--- src/rtl/fifo_pkg.sv ---
// Shared FIFO types and helpers.
//   fifo_addr_w   : pointer width for a given depth
//   fifo_status_t : bundled status flags, reusable by other FIFO variants
package fifo_pkg;

  typedef struct packed {
    logic full;
    logic empty;
    logic almost_full;
    logic almost_empty;
    logic overflow;
    logic underflow;
  } fifo_status_t;

  function automatic int unsigned fifo_addr_w(input int unsigned depth);
    return $clog2(depth);
  endfunction

endpackage

--- src/rtl/fifo_mem_2p.sv ---
// Two-port FIFO storage: synchronous write, asynchronous read. Not reset.
//   clk   : write clock
//   we    : write enable
//   waddr : write address
//   wdata : write data
//   raddr : read address
//   rdata : read data (combinational from raddr)
module fifo_mem_2p
  import fifo_pkg::*;
#(
  parameter int unsigned DATA_WIDTH = 7,
  parameter int unsigned DEPTH      = 16
) (
  input  logic                                clk,
  input  logic                                we,
  input  logic [fifo_addr_w(DEPTH)-1:0]       waddr,
  input  logic [DATA_WIDTH-1:0]               wdata,
  input  logic [fifo_addr_w(DEPTH)-1:0]       raddr,
  output logic [DATA_WIDTH-1:0]               rdata
);

  logic [DATA_WIDTH-1:0] mem [DEPTH];

  always_ff @(posedge clk) begin
    if (we) mem[waddr] <= wdata;
  end

  assign rdata = mem[raddr];

endmodule

--- src/rtl/sync_fifo_param.sv ---
// Single-clock parametrised FIFO with occupancy count, threshold flags,
// overflow/underflow pulses, synchronous flush and optional FWFT read.
//   clk, rst_n     : clock, synchronous active-low reset
//   flush          : synchronous clear of contents (rd_data held)
//   wr_en, wr_data : write request and data
//   rd_en          : read/pop request
//   rd_data        : read data, rd_valid marks it valid
//   full, empty, almost_full, almost_empty : decoded from count
//   count          : occupancy
//   overflow, underflow : one-cycle pulses for rejected write/read
module sync_fifo_param
  import fifo_pkg::*;
#(
  parameter int unsigned DATA_WIDTH    = 7,
  parameter int unsigned DEPTH         = 16,
  parameter int unsigned AFULL_THRESH  = DEPTH - 2,
  parameter int unsigned AEMPTY_THRESH = 2,
  parameter bit          FWFT          = 1'b0
) (
  input  logic                      clk,
  input  logic                      rst_n,
  input  logic                      flush,
  input  logic                      wr_en,
  input  logic [DATA_WIDTH-1:0]     wr_data,
  input  logic                      rd_en,
  output logic [DATA_WIDTH-1:0]     rd_data,
  output logic                      rd_valid,
  output logic                      full,
  output logic                      empty,
  output logic                      almost_full,
  output logic                      almost_empty,
  output logic [$clog2(DEPTH):0]    count,
  output logic                      overflow,
  output logic                      underflow
);

  localparam int unsigned ADDR_W = fifo_addr_w(DEPTH);
  localparam int unsigned CNT_W  = ADDR_W + 1;

  // Parameter legality
  if (DEPTH < 2 || (DEPTH & (DEPTH - 1)) != 0) begin : g_bad_depth
    $error("sync_fifo_param: DEPTH must be a power of two >= 2");
  end
  if (!(AEMPTY_THRESH > 0 && AEMPTY_THRESH < AFULL_THRESH && AFULL_THRESH < DEPTH)) begin : g_bad_thresh
    $error("sync_fifo_param: need 0 < AEMPTY_THRESH < AFULL_THRESH < DEPTH");
  end

  logic [ADDR_W-1:0]     wr_ptr;
  logic [ADDR_W-1:0]     rd_ptr;
  logic [CNT_W-1:0]      count_next;
  logic [DATA_WIDTH-1:0] mem_rdata;
  logic                  wr_acc;
  logic                  rd_acc;
  logic                  mem_we;
  fifo_status_t          status_c;

  // Flags decode from the registered count so they track it in the same cycle
  always_comb begin
    status_c              = '0;
    status_c.full         = (count == CNT_W'(DEPTH));
    status_c.empty        = (count == '0);
    status_c.almost_full  = (count >= CNT_W'(AFULL_THRESH));
    status_c.almost_empty = (count <= CNT_W'(AEMPTY_THRESH));
    status_c.overflow     = overflow;
    status_c.underflow    = underflow;
  end

  assign full         = status_c.full;
  assign empty        = status_c.empty;
  assign almost_full  = status_c.almost_full;
  assign almost_empty = status_c.almost_empty;

  // Acceptance uses pre-edge full/empty: a same-cycle pop never frees room
  // for a write, and a same-cycle push never feeds a read.
  assign wr_acc = wr_en & ~full;
  assign rd_acc = rd_en & ~empty;
  assign mem_we = wr_acc & rst_n & ~flush;

  always_comb begin
    count_next = count;
    case ({wr_acc, rd_acc})
      2'b10:   count_next = count + CNT_W'(1);
      2'b01:   count_next = count - CNT_W'(1);
      default: count_next = count;
    endcase
  end

  // Pointers, occupancy and error pulses; flush clears like reset
  always_ff @(posedge clk) begin
    if (!rst_n || flush) begin
      wr_ptr    <= '0;
      rd_ptr    <= '0;
      count     <= '0;
      overflow  <= 1'b0;
      underflow <= 1'b0;
    end else begin
      if (wr_acc) wr_ptr <= wr_ptr + ADDR_W'(1);
      if (rd_acc) rd_ptr <= rd_ptr + ADDR_W'(1);
      count     <= count_next;
      overflow  <= wr_en & full;
      underflow <= rd_en & empty;
    end
  end

  fifo_mem_2p #(
    .DATA_WIDTH (DATA_WIDTH),
    .DEPTH      (DEPTH)
  ) u_mem (
    .clk   (clk),
    .we    (mem_we),
    .waddr (wr_ptr),
    .wdata (wr_data),
    .raddr (rd_ptr),
    .rdata (mem_rdata)
  );

  // Read port: head word shown directly in FWFT, registered on pop otherwise
  if (FWFT) begin : g_fwft
    assign rd_data  = mem_rdata;
    assign rd_valid = ~status_c.empty;
  end else begin : g_std
    always_ff @(posedge clk) begin
      if (!rst_n) begin
        rd_data  <= '0;
        rd_valid <= 1'b0;
      end else if (flush) begin
        rd_valid <= 1'b0;
      end else begin
        rd_valid <= rd_acc;
        if (rd_acc) rd_data <= mem_rdata;
      end
    end
  end

endmodule

--- config.mk ---
export PLATFORM = sky130hd
export DESIGN_NAME = sync_fifo_param
export DESIGN_NICKNAME = d
export VERILOG_FILES = /design/src/rtl/fifo_pkg.sv /design/src/rtl/fifo_mem_2p.sv /design/src/rtl/sync_fifo_param.sv
export SDC_FILE = /design/constraint.sdc
export NUM_CORES = 1
export LEC_CHECK = 0
export ABC_CLOCK_PERIOD_IN_PS = 3500
export BUFFER_PORTS_ARGS = -buffer_cell sky130_fd_sc_hd__buf_4
export CAP_MARGIN = 20
export CORE_MARGIN = 3
export CORE_UTILIZATION = 60
export CTS_CLUSTER_DIAMETER = 30
export DETAILED_ROUTE_END_ITERATION = 7
export PLACE_DENSITY_LB_ADDON = 0.3
export SYNTH_ARGS = -nofsm -noshare
export SYNTH_HDL_FRONTEND = slang
export SYNTH_SLANG_ARGS = --single-unit
--- constraint.sdc ---
create_clock -name clk -period 3.5 [get_ports clk]
set_input_delay 0.35 -clock clk [delete_from_list [all_inputs] [get_ports clk]]
set_output_delay 0.35 -clock clk [all_outputs]
set_load 0.01 [all_outputs]
==> qor.txt, run 1 <==
share of async-settable or async-resettable flops after synthesis: 0%
cts hold-fix bufs: 0
sw frac: 20.4%
DP Wirelength: 7050 um
# IOs: 31
CP Capture Type: register
Seq pwr share: 48.7%
Remaining DRCs: 0
Clk Latency, worst-skew pair: 0.52 ns
Area Overhead vs Synth: 16.1%
relative slew slack: 37.5%
initial antenna violation count: 0
reg2reg setup slack: 0.64 ns
CTS H-Tree Depth: 4
Gate Count Post-Synth: 336
fill count: 547
Slew @ Worst Pin: 0.936 ns
count leader, synth: edfxtp_1
dominant synthesized flop cell: edfxtp_1
clock sinks: 135
diode count: 0
power density cells: 566 mW/mm^2
Worst path max stage delay: 0.57 ns
sw power: 736 uW
post-synth net total: 356
top cell type's share of synthesized area: 61.1%
Pint: 2.88 mW
Cell Rows: 34
Comb pwr share: 3.7%
Layout Skew: 0.00577 ns
f_max: 350 MHz
commonest cells in the synthesized netlist: 112 x edfxtp_1, 28 x nor2_1, 23 x dfxtp_1
Seq/Total Area, Yosys: 69.5%
fin crit share: 81.6%
endpoints failing setup: 0
Worst Path Max Fanout: 14
Power Total: 3.61 mW
critical path's top delay family: simple AND/OR/NAND/NOR gates
Buffers & Inverters on Critical Path: 1
Post-CTS Resized: 0
Die Area: 0.0104 mm^2
Arr. time, crit path: 3.30 ns
TNS Setup: 0 ns
Layout Utilization: 72.5%
nets@finish: 395
CP max stage cell: nor4_1
detail-routed via count per cell: 6.41
core area: 0.00881 mm^2
area leader, netlist: edfxtp_1
GRT Residual Overflow: 0
Num CTS Buffers: 17
status: completed
drt pass-1 iters: 5
synthesized area: 0.00550 mm^2
Die H: 102 um
CTS tree: yes
clk slew on worst S/H paths: 0.06 ns
peak supply drop: 322 uV
WS Path Type: reg2reg
vias in the first global route: 3,150
Placer Congestion: 0.853
max-slew violations: 0
RSZ-0062 raised after global routing: false
worst hold path class: in2reg
Mean Syn Cell Area: 16.4 um^2
postcts setup bufs: 0
Clock power frac: 47.6%
Die Wd: 102 um
ranking of synthesized cells by area: edfxtp_1 61%, mux4_2 8.6%, dfxtp_1 8.4%
share of layout cells above drive strength 1: 24.7%
root buffer selected by CTS: clkbuf_8
Final Hold Vio Count: 0
drt wl/cell: 22.9 um
Starting Density: 62.5%
WP data required: 3.94 ns
pin count of the biggest net entering global routing: 19
IO buf count: 30
CP Cell Sequence: nor4_1 > a21oi_1 > inv_1 > ha_1 > xor2_1 > ha_1 > a21oi_1 > xnor2_1 > or3_1 > a21oi_1
first-pass GRT wire length: 17,800 um
# Max-Cap Violations: 0
Final ANT Viol Nets: 0
EDFF count, synth: 112
#FFs+latches synth: 135
most frequent CP cell: a21oi_1
crit path time final: 2.86 ns
Cell variety after synth: 42
Total Routing Usage GR: 24.2%
Worst Setup Start Kind: register
clock buffer depth: 2
via count: 3,177
Yosys warning total: 0
Iter 0 DRT Violations: 317
Leak: 2.13 nW
WL final: 11,400 um
[metrics by stage]
step	cell area, um^2	hold slack [ns]	setup slack, ns	cells
after global placement	5800	0.509	0.748	464
after CTS	6390	0.136	0.656	496
after global routing	6390	0.134	0.304	496
after detailed placement	5800	0.505	0.689	464
final	6390	0.136	0.644	496
after floorplan	5500	0.449	0.688	336
[power groups by stage]
stage / combinational (mW) / sequential (mW) / clock [mW]
2_1_floorplan: 0.0782 / 1.79 / 0
3_3_place_gp: 0.128 / 1.79 / 0
3_5_place_dp: 0.131 / 1.79 / 0
4_1_cts: 0.133 / 1.76 / 1.74
5_1_grt: 0.145 / 1.76 / 1.82
6_report: 0.132 / 1.76 / 1.72
[cell families (layout without fill, tap and decap cells)]
| kind of cell | count (synthesis) | after routing | share of synthesized area [%] |
|---|---|---|---|
| flops | 135 | 135 | 69.5 |
| compound gates | 53 | 53 | 6.68 |
| fa+ha+maj | 8 | 8 | 1.82 |
| buf+inv | 27 | 79 | 2.82 |
| simple gates | 63 | 63 | 5.55 |
| mux | 40 | 40 | 12.1 |
| xor+xnor | 10 | 10 | 1.59 |
[worst register-to-register path, cell delays in order, from the launching register on]
cell and delay (ns):
dfxtp_1 0.43, nor4_1 0.58, a21oi_1 0.26, inv_1 0.13, ha_1 0.33, xor2_1 0.12, ha_1 0.19, a21oi_1 0.22
xnor2_1 0.10, or3_1 0.31, a21oi_1 0.13
[sequential cells by signal, indices dropped and copies added, names as in the netlist]
name / flops
overflow: 1
rd_valid: 1
u_mem.mem: 112
rd_ptr: 4
rd_data: 7
underflow: 1
count: 5
wr_ptr: 4
[layout make-up]
type | count | area, um^2 | area share [%]
clock buffer | 22 | 463 | 7.25
clock inverter | 10 | 121 | 1.90
inverter | 9 | 33.8 | 0.529
multi-input combinational | 174 | 1520 | 23.9
sequential | 135 | 3820 | 59.9
tap | 108 | 135 | 2.12
timing repair buffer | 38 | 285 | 4.47
[per-layer routing]
| metal | global-route usage (%) | routed length [um] | part of all wire [%] |
|---|---|---|---|
| met5 | 0 | 0 | 0 |
| met4 | 9.30 | 317 | 2.8 |
| met3 | 9.71 | 1080 | 9.4 |
| met2 | 37.3 | 5460 | 48 |
| met1 | 31.3 | 4530 | 40 |
[worst paths after layout]
kind                                              start                    endpoint  cells past startpoint
worst max-delay path              count[2]$_SDFFE_PP0P_       count[2]$_SDFFE_PP0P_                     10
worst max register to register    count[2]$_SDFFE_PP0P_       count[2]$_SDFFE_PP0P_                     10
worst min register to register  rd_data[4]$_SDFFE_PN0P_     rd_data[4]$_SDFFE_PN0P_                      2
worst min-delay path                         wr_data[0]  u_mem.mem[15][0]$_DFFE_PP_                      1
[cell usage in the layout, fill, tap and decap left out, drive strengths merged, types with 2 or more instances in the layout]
| cell | count |
|---|---|
| nand3 | 2 |
| nor2 | 29 |
| mux2i | 19 |
| inv | 10 |
| xnor2 | 5 |
| nor4 | 2 |
| xor2 | 5 |
| nand2b | 4 |
| ha | 8 |
| buf | 38 |
| bufinv | 2 |
| edfxtp | 112 |
| clkinvlp | 4 |
| nor3 | 5 |
| clkbuf | 22 |
| mux4 | 21 |
| a22oi | 8 |
| a221oi | 7 |
| a211oi | 2 |
| o21ai | 9 |
| clkinv | 3 |
| dfxtp | 23 |
| nand3b | 2 |
| nand2 | 9 |
| nor2b | 3 |
| a31oi | 9 |
| a21oi | 11 |
| o211ai | 3 |
Power figures use the tool's default switching activity.
==> run 2: changes to the inputs <==
--- a/config.mk
+++ b/config.mk
@@ -5,11 +5,12 @@
 export SDC_FILE = /design/constraint.sdc
 export NUM_CORES = 1
 export LEC_CHECK = 0
-export ABC_CLOCK_PERIOD_IN_PS = 3500
+export ABC_AREA = 1
+export ABC_CLOCK_PERIOD_IN_PS = 2700
 export BUFFER_PORTS_ARGS = -buffer_cell sky130_fd_sc_hd__buf_4
 export CAP_MARGIN = 20
 export CORE_MARGIN = 3
-export CORE_UTILIZATION = 60
+export CORE_UTILIZATION = 61
 export CTS_CLUSTER_DIAMETER = 30
 export DETAILED_ROUTE_END_ITERATION = 7
 export PLACE_DENSITY_LB_ADDON = 0.3
==> constraint.sdc (replaced) <==
create_clock -name clk -period 2.7 [get_ports clk]
set_input_delay 0.27 -clock clk [delete_from_list [all_inputs] [get_ports clk]]
set_output_delay 0.27 -clock clk [all_outputs]
set_load 0.01 [all_outputs]
==> run 2 against run 1 <==
Utilization rose by 0.40 points. Cell area rose by 7.0%. Clock-buffer cell count rose by 2. Die area rose by 5.9%. Critical path type unchanged. Maximum frequency rose by 25%. Combinational power rose to 2.6 times the previous value. Largest cell class unchanged. Power rose by 34%. First-iteration DRC count rose by 100%. Global-route usage rose by 2.5 points. Clock power rose by 27%. Sequential cell count did not move. Highest routed layer unchanged. Non-clock buffer count fell by 2.
==> qor.txt, run 2 <==
status: completed
relative slew slack: 47.7% (+10 points)
Post-CTS Resized: 0 (unchanged)
CP max stage cell: dfxtp_1
max-slew violations: 0 (unchanged)
clock sinks: 135 (unchanged)
most frequent cells in the layout: 202 x nand2_1, 112 x edfxtp_1, 87 x inv_1, 87 x nand3_1
clk slew on worst S/H paths: 0.06 ns (about the same)
Worst path max stage delay: 0.46 ns (-0.11 ns)
WS Path Type: reg2reg
Clk Latency, worst-skew pair: 0.52 ns (about the same)
routed wl met3: 1210 um (+13%)
Power Total: 4.83 mW (+34%)
Starting Density: 63.4% (+0.96 points)
postcts setup bufs: 0 (unchanged)
WP data required: 3.16 ns (-0.78 ns)
most common cell after layout, fill and taps aside: nand2_1
Worst Setup Start Kind: register
DRT met1 WL: 5720 um (+26%)
max FFs per register: 112 (unchanged)
Worst Path Max Fanout: 7 (-7)
Num CTS Buffers: 17 (unchanged)
Iter 0 DRT Violations: 636 (+100%)
drt pass-1 iters: 5 (unchanged)
RSZ-0062 raised after global routing: false
GRT Residual Overflow: 0 (unchanged)
pin count of the biggest net entering global routing: 59 (+40)
Seq/Total Area, Yosys: 64.3% (-5.2 points)
share of async-settable or async-resettable flops after synthesis: 0% (unchanged)
hold slack: 0.0316 ns (-0.104 ns)
#FFs+latches synth: 135 (unchanged)
power density cells: 706 mW/mm^2 (+25%)
ranking of synthesized cells by area: edfxtp_1 57%, nand2_1 13%, dfxtp_1 7.7%
detail-routed via count per cell: 5.54 (-14%)
worst hold path class: in2reg
fin crit share: 84.5% (+2.9 points)
EDFF count, synth: 112 (unchanged)
biggest regs: u_mem.mem (112), rd_data (7), count (5)
cell count after placement: 760 (+64%)
dominant synthesized flop cell: edfxtp_1
post-synth net total: 641 (+80%)
first-pass GRT wire length: 22,400 um (+26%)
diode count: 0 (unchanged)
IO buf count: 30 (unchanged)
Arr. time, crit path: 2.74 ns (-0.56 ns)
DR top layer: met4
WL final: 14,000 um (+23%)
count leader, synth: nand2_1
Final ANT Viol Nets: 0 (unchanged)
final cell count without fillers: 792 (+60%)
most frequent CP cell: nand2_1
clock buffer depth: 2 (unchanged)
Most flops, register: u_mem.mem
CP Cell Sequence: inv_1 > nand4_2 > nand2_2 > inv_2 > ha_1 > xor2_1 > ha_1 > inv_1 > nand2_1 > nand3_1 > nand2_1 > nand2_1 > nand2_1 > nand2_1 > a21oi_1
cts hold-fix bufs: 0 (unchanged)
synthesized area: 0.00595 mm^2 (+8.0%)
Slew @ Worst Pin: 0.783 ns (-0.152 ns)
Die H: 105 um (+2.9%)
vias in the first global route: 4,228 (+34%)
initial antenna violation count: 0 (unchanged)
top cell type's share of synthesized area: 56.6% (-4.6 points)
CTS H-Tree Depth: 4 (unchanged)
DP Wirelength: 8670 um (+23%)
Cell Rows: 35 (+2.9%)
core area: 0.00937 mm^2 (+6.4%)
Layout Utilization: 72.9% (+0.40 points)
reg2reg setup slack: 0.42 ns (-0.22 ns)
commonest cells in the synthesized netlist: 202 x nand2_1, 112 x edfxtp_1, 87 x inv_1, 87 x nand3_1, 34 x nor2_1
f_max: 439 MHz (+25%)
Yosys warning total: 0 (unchanged)
Met2 Wirelength: 6850 um (+26%)
Remaining DRCs: 0 (unchanged)
CP Capture Type: register
critical path's top delay family: simple AND/OR/NAND/NOR gates
Final Hold Vio Count: 0 (unchanged)
Die Area: 0.0110 mm^2 (+5.9%)
Buffers & Inverters on Critical Path: 3 (+2)
Placer Congestion: 0.888 (+4.2%)
endpoints failing setup: 0 (unchanged)
area leader, netlist: edfxtp_1
share of layout cells above drive strength 1: 10.7% (-14 points)
# Max-Cap Violations: 0 (unchanged)
nets@finish: 671 (+70%)
via count: 4,386 (+38%)
Gate Count Post-Synth: 621 (+85%)
root buffer selected by CTS: clkbuf_8
Cell variety after synth: 22 (-48%)
Mean Syn Cell Area: 9.57 um^2 (-42%)
TNS Setup: 0 ns (unchanged)
Die Wd: 105 um (+2.9%)
Layout Skew: 0.0121 ns (+0.00630 ns)
# IOs: 31 (unchanged)
Area Overhead vs Synth: 15.0%
Total Routing Usage GR: 26.8% (+2.5 points)
crit path time final: 2.28 ns (-0.575 ns)
Leak: 2.95 nW (+38%)
CTS tree: yes
drt wl/cell: 17.7 um (-23%)
peak supply drop: 593 uV (+84%)
## run 2: routing by layer
metal  global-route usage (%)  vias to the layer above
li1                         -                     2066
met1                     37.3                     2061
met2                     42.9                      227
met3                     5.37                       32
met4                     8.25                        0
met5                        0                        -
## run 2: through the flow
step / area, um^2 / setup WS, ns
5_1_grt: 6840 / 0.161
2_1_floorplan: 5950 / 0.741
4_1_cts: 6830 / 0.450
3_3_place_gp: 6260 / 0.595
3_5_place_dp: 6260 / 0.490
6_report: 6840 / 0.420
## run 2: worst reg2reg max path: cells and delay by family, from the launching register on
| kind | cells | cell delay (ns) |
|---|---|---|
| xor+xnor | 1 | 0.23 |
| fa+ha+maj | 2 | 0.47 |
| simple gates | 8 | 0.70 |
| flops | 1 | 0.46 |
| compound gates | 1 | 0.11 |
| buf+inv | 3 | 0.27 |
## run 2: where the power goes
| group | total [mW] | internal (mW) | leakage [nW] | switching, mW |
|---|---|---|---|---|
| logic | 0.341 | 0.112 | 1.47 | 0.229 |
| clock network | 2.19 | 1.37 | 0.285 | 0.821 |
| registers | 2.29 | 2.28 | 1.19 | 0.0172 |
## run 2: cell families (layout without fill, tap and decap cells)
kind of cell / Yosys count / in the layout / synth area share, %
AND/OR/NAND/NOR: 328 / 328 / 22.9
flip-flops: 135 / 135 / 64.3
buffers and inverters: 116 / 158 / 7.87
AO/OA/AOI/OAI: 29 / 29 / 2.55
adder cells (fa/ha/maj): 8 / 8 / 1.68
XOR/XNOR: 5 / 5 / 0.736
## run 2: final cells by class
cell class,instances,area [um^2]
inverters,91,342
flip-flops and latches,135,3820
clock buffers,24,503
well taps,129,161
clock inverters,7,65.1
repair buffers,36,285
multi-input cells,370,1650
fillers,672,2540
## run 2: worst paths after layout
path                                         startpoint                       to  depth (start not counted)
worst min register to register  rd_data[2]$_SDFFE_PN0P_  rd_data[2]$_SDFFE_PN0P_                          4
worst min-delay path                              wr_en      overflow$_SDFF_PP0_                          3
worst max register to register    count[4]$_SDFFE_PP0P_    count[4]$_SDFFE_PP0P_                         15
worst max-delay path              count[4]$_SDFFE_PP0P_    count[4]$_SDFFE_PP0P_                         15
==> run 3: changes to the inputs <==
--- a/config.mk
+++ b/config.mk
@@ -5,12 +5,12 @@
 export SDC_FILE = /design/constraint.sdc
 export NUM_CORES = 1
 export LEC_CHECK = 0
-export ABC_AREA = 1
-export ABC_CLOCK_PERIOD_IN_PS = 2700
+export ABC_AREA = 0
+export ABC_CLOCK_PERIOD_IN_PS = 1900
 export BUFFER_PORTS_ARGS = -buffer_cell sky130_fd_sc_hd__buf_4
 export CAP_MARGIN = 20
 export CORE_MARGIN = 3
-export CORE_UTILIZATION = 61
+export CORE_UTILIZATION = 54
 export CTS_CLUSTER_DIAMETER = 30
 export DETAILED_ROUTE_END_ITERATION = 7
 export PLACE_DENSITY_LB_ADDON = 0.3
==> constraint.sdc (replaced) <==
create_clock -name clk -period 1.9 [get_ports clk]
set_input_delay 0.19 -clock clk [delete_from_list [all_inputs] [get_ports clk]]
set_output_delay 0.19 -clock clk [all_outputs]
set_load 0.01 [all_outputs]
==> run 3 against run 2 <==
The flow now finishes with violations (negative setup slack). Via count fell by 25%. Register-to-register slack got worse by 0.90 ns. Power rose by 34%. Maximum frequency fell by 4.0%. Critical endpoint is now count[2]$_SDFFE_PP0P_. Largest cell class unchanged. Largest power group unchanged. Highest routed layer unchanged.
==> qor.txt, run 3 (synthesis gave the netlist of run 1 again) <==
f_max: 421 MHz (-4.0%)
diode count: 0 (unchanged)
Starting Density: 56.0% (-7.4 points)
GRT Residual Overflow: 0 (unchanged)
Die Wd: 107 um (+2.1%)
biggest regs: u_mem.mem (112), rd_data (7), count (5)
Worst Setup Start Kind: register
Clk Latency, worst-skew pair: 0.51 ns (about the same)
# Max-Cap Violations: 0 (unchanged)
sw power: 1.43 mW (+34%)
DP Wirelength: 7620 um (-12%)
worst hold path class: in2reg
Cell Rows: 36 (+2.9%)
Worst Path Max Fanout: 3 (-4)
R2R depth: 10 (-5)
most frequent cells in the layout: 112 x edfxtp_1, 74 x buf_4, 27 x nor2_1
relative slew slack: 62.1% (+14 points)
peak supply drop: 602 uV (+1.5%)
RSZ-0062 raised after global routing: true
Area Overhead vs Synth: 26.6%
clk slew on worst S/H paths: 0.06 ns (about the same)
Leak: 2.40 nW (-19%)
Pint: 5.01 mW (+33%)
most common cell after layout, fill and taps aside: edfxtp_1
Layout Skew: 0.00834 ns (-0.00374 ns)
Die Area: 0.0114 mm^2 (+4.3%)
power density cells: 925 mW/mm^2 (+31%)
failing checks: negative setup slack
CP Capture Type: register
fin crit share: 125% (+41 points)
vias in the first global route: 3,351 (-21%)
detail-routed via count per cell: 5.78 (+4.3%)
Arr. time, crit path: 2.83 ns (+0.09 ns)
max FFs per register: 112 (unchanged)
via count: 3,299 (-25%)
Comb pwr share: 5.8% (-1.3 points)
Final Hold Vio Count: 0 (unchanged)
nets@finish: 445 (-34%)
Iter 0 DRT Violations: 323 (-49%)
pin count of the biggest net entering global routing: 26 (-56%)
CTS tree: yes
status: finished with violations
Power Total: 6.45 mW (+34%)
max-slew violations: 0 (unchanged)
Hold Path Depth: 1 (-2)
first-pass GRT wire length: 18,700 um (-17%)
crit path time final: 2.38 ns (+0.0956 ns)
# IOs: 31 (unchanged)
clock buffer depth: 2 (unchanged)
endpoints failing setup: 73 (+73)
Most flops, register: u_mem.mem
share of layout cells above drive strength 1: 38.8% (+28 points)
Total Routing Usage GR: 22.2% (-4.6 points)
initial antenna violation count: 0 (unchanged)
Final ANT Viol Nets: 0 (unchanged)
drt pass-1 iters: 5 (unchanged)
CTS H-Tree Depth: 4 (unchanged)
Post-Place Setup Slack: -0.431 ns (-0.922 ns)
WL final: 12,000 um (-15%)
Num CTS Buffers: 17 (unchanged)
Die H: 107 um (+2.1%)
Slew @ Worst Pin: 0.567 ns (-0.217 ns)
root buffer selected by CTS: clkbuf_8
sw frac: 22.3% (+0.15 points)
Remaining DRCs: 0 (unchanged)
IO buf count: 30 (unchanged)
WS Path Type: reg2reg
fin worst setup slack: -0.476 ns (-0.896 ns)
clock sinks: 135 (unchanged)
WP data required: 2.35 ns (-0.81 ns)
core area: 0.00982 mm^2 (+4.8%)
Clock power frac: 44.0% (-1.4 points)
Placer Congestion: 0.863 (-2.8%)
Seq pwr share: 50.2% (+2.7 points)
drt wl/cell: 20.9 um (+18%)
## run 3: changes by cell type in the layout (fill, tap and decap cells not counted), moves of 9 or more
cell	delta
mux2i_1	+19
mux4_2	+21
nand2_1	-195
nand3_1	-85
buf_4	+40
inv_1	-81
buf_6	+9
## run 3: cell type report
cell class | count | area (um^2)
clock buffer | 18 | 418
clock inverter | 14 | 100
fill | 605 | 2850
inverter | 9 | 33.8
multi-input combinational | 174 | 1700
sequential | 135 | 3830
tap | 133 | 166
timing repair buffer | 88 | 717
## run 3: worst max-delay path: stages (launching register included)
cell and delay, ns:
dfxtp_2 0.32, or4_4 0.55, o21ai_4 0.15, inv_2 0.08, ha_4 0.17, xor2_2 0.14, ha_2 0.20, a21oi_4 0.16
xnor2_2 0.09, or3_4 0.33, a21oi_2 0.12
## run 3: layer usage
metal | share of wire [%] | track usage (%)
met5 | 0 | 0
met3 | 5.4 | 4.94
met1 | 44 | 31.5
met4 | 2.0 | 7.95
met2 | 48 | 34.2
## run 3: final timing paths
| kind | startpoint | to | slack (ns) |
|---|---|---|---|
| worst max register to register | count[1]$_SDFFE_PP0P_ | count[2]$_SDFFE_PP0P_ | -0.48 |
| worst min register to register | rd_data[1]$_SDFFE_PN0P_ | rd_data[1]$_SDFFE_PN0P_ | 0.53 |
| worst min-delay path | wr_data[2] | u_mem.mem[15][2]$_DFFE_PP_ | 0.003 |
| worst max-delay path | count[1]$_SDFFE_PP0P_ | count[2]$_SDFFE_PP0P_ | -0.48 |
## run 3: stage by stage
stage	hold WS [ns]	utilization (%)	instance area (um^2)	instances	TNS (ns)
5_1_grt	0.00900	70.9	6970	571	-10.92
3_5_place_dp	0.520	62.9	6180	528	-5.06
2_1_floorplan	0.289	-	5560	336	-3.30
4_1_cts	0.00107	69.9	6870	569	-1.95
6_report	0.00252	70.9	6970	571	-3.57
3_3_place_gp	0.503	62.9	6180	528	-1.39
## run 3: power groups by stage
stage / registers (mW) / logic (mW) / clock network (mW)
2_1_floorplan: 3.30 / 0.155 / 0
3_3_place_gp: 3.29 / 0.288 / 0
3_5_place_dp: 3.30 / 0.298 / 0
4_1_cts: 3.23 / 0.352 / 2.87
5_1_grt: 3.23 / 0.403 / 3.01
6_report: 3.23 / 0.376 / 2.84
## run 3: what timing repair did
action	in CTS	in global routing
gates resized for setup	17	18
endpoints found under the setup margin	119	112
pin swaps	10	2
hold buffers	4	0
setup buffers	5	2
endpoints found under the hold margin	46	0
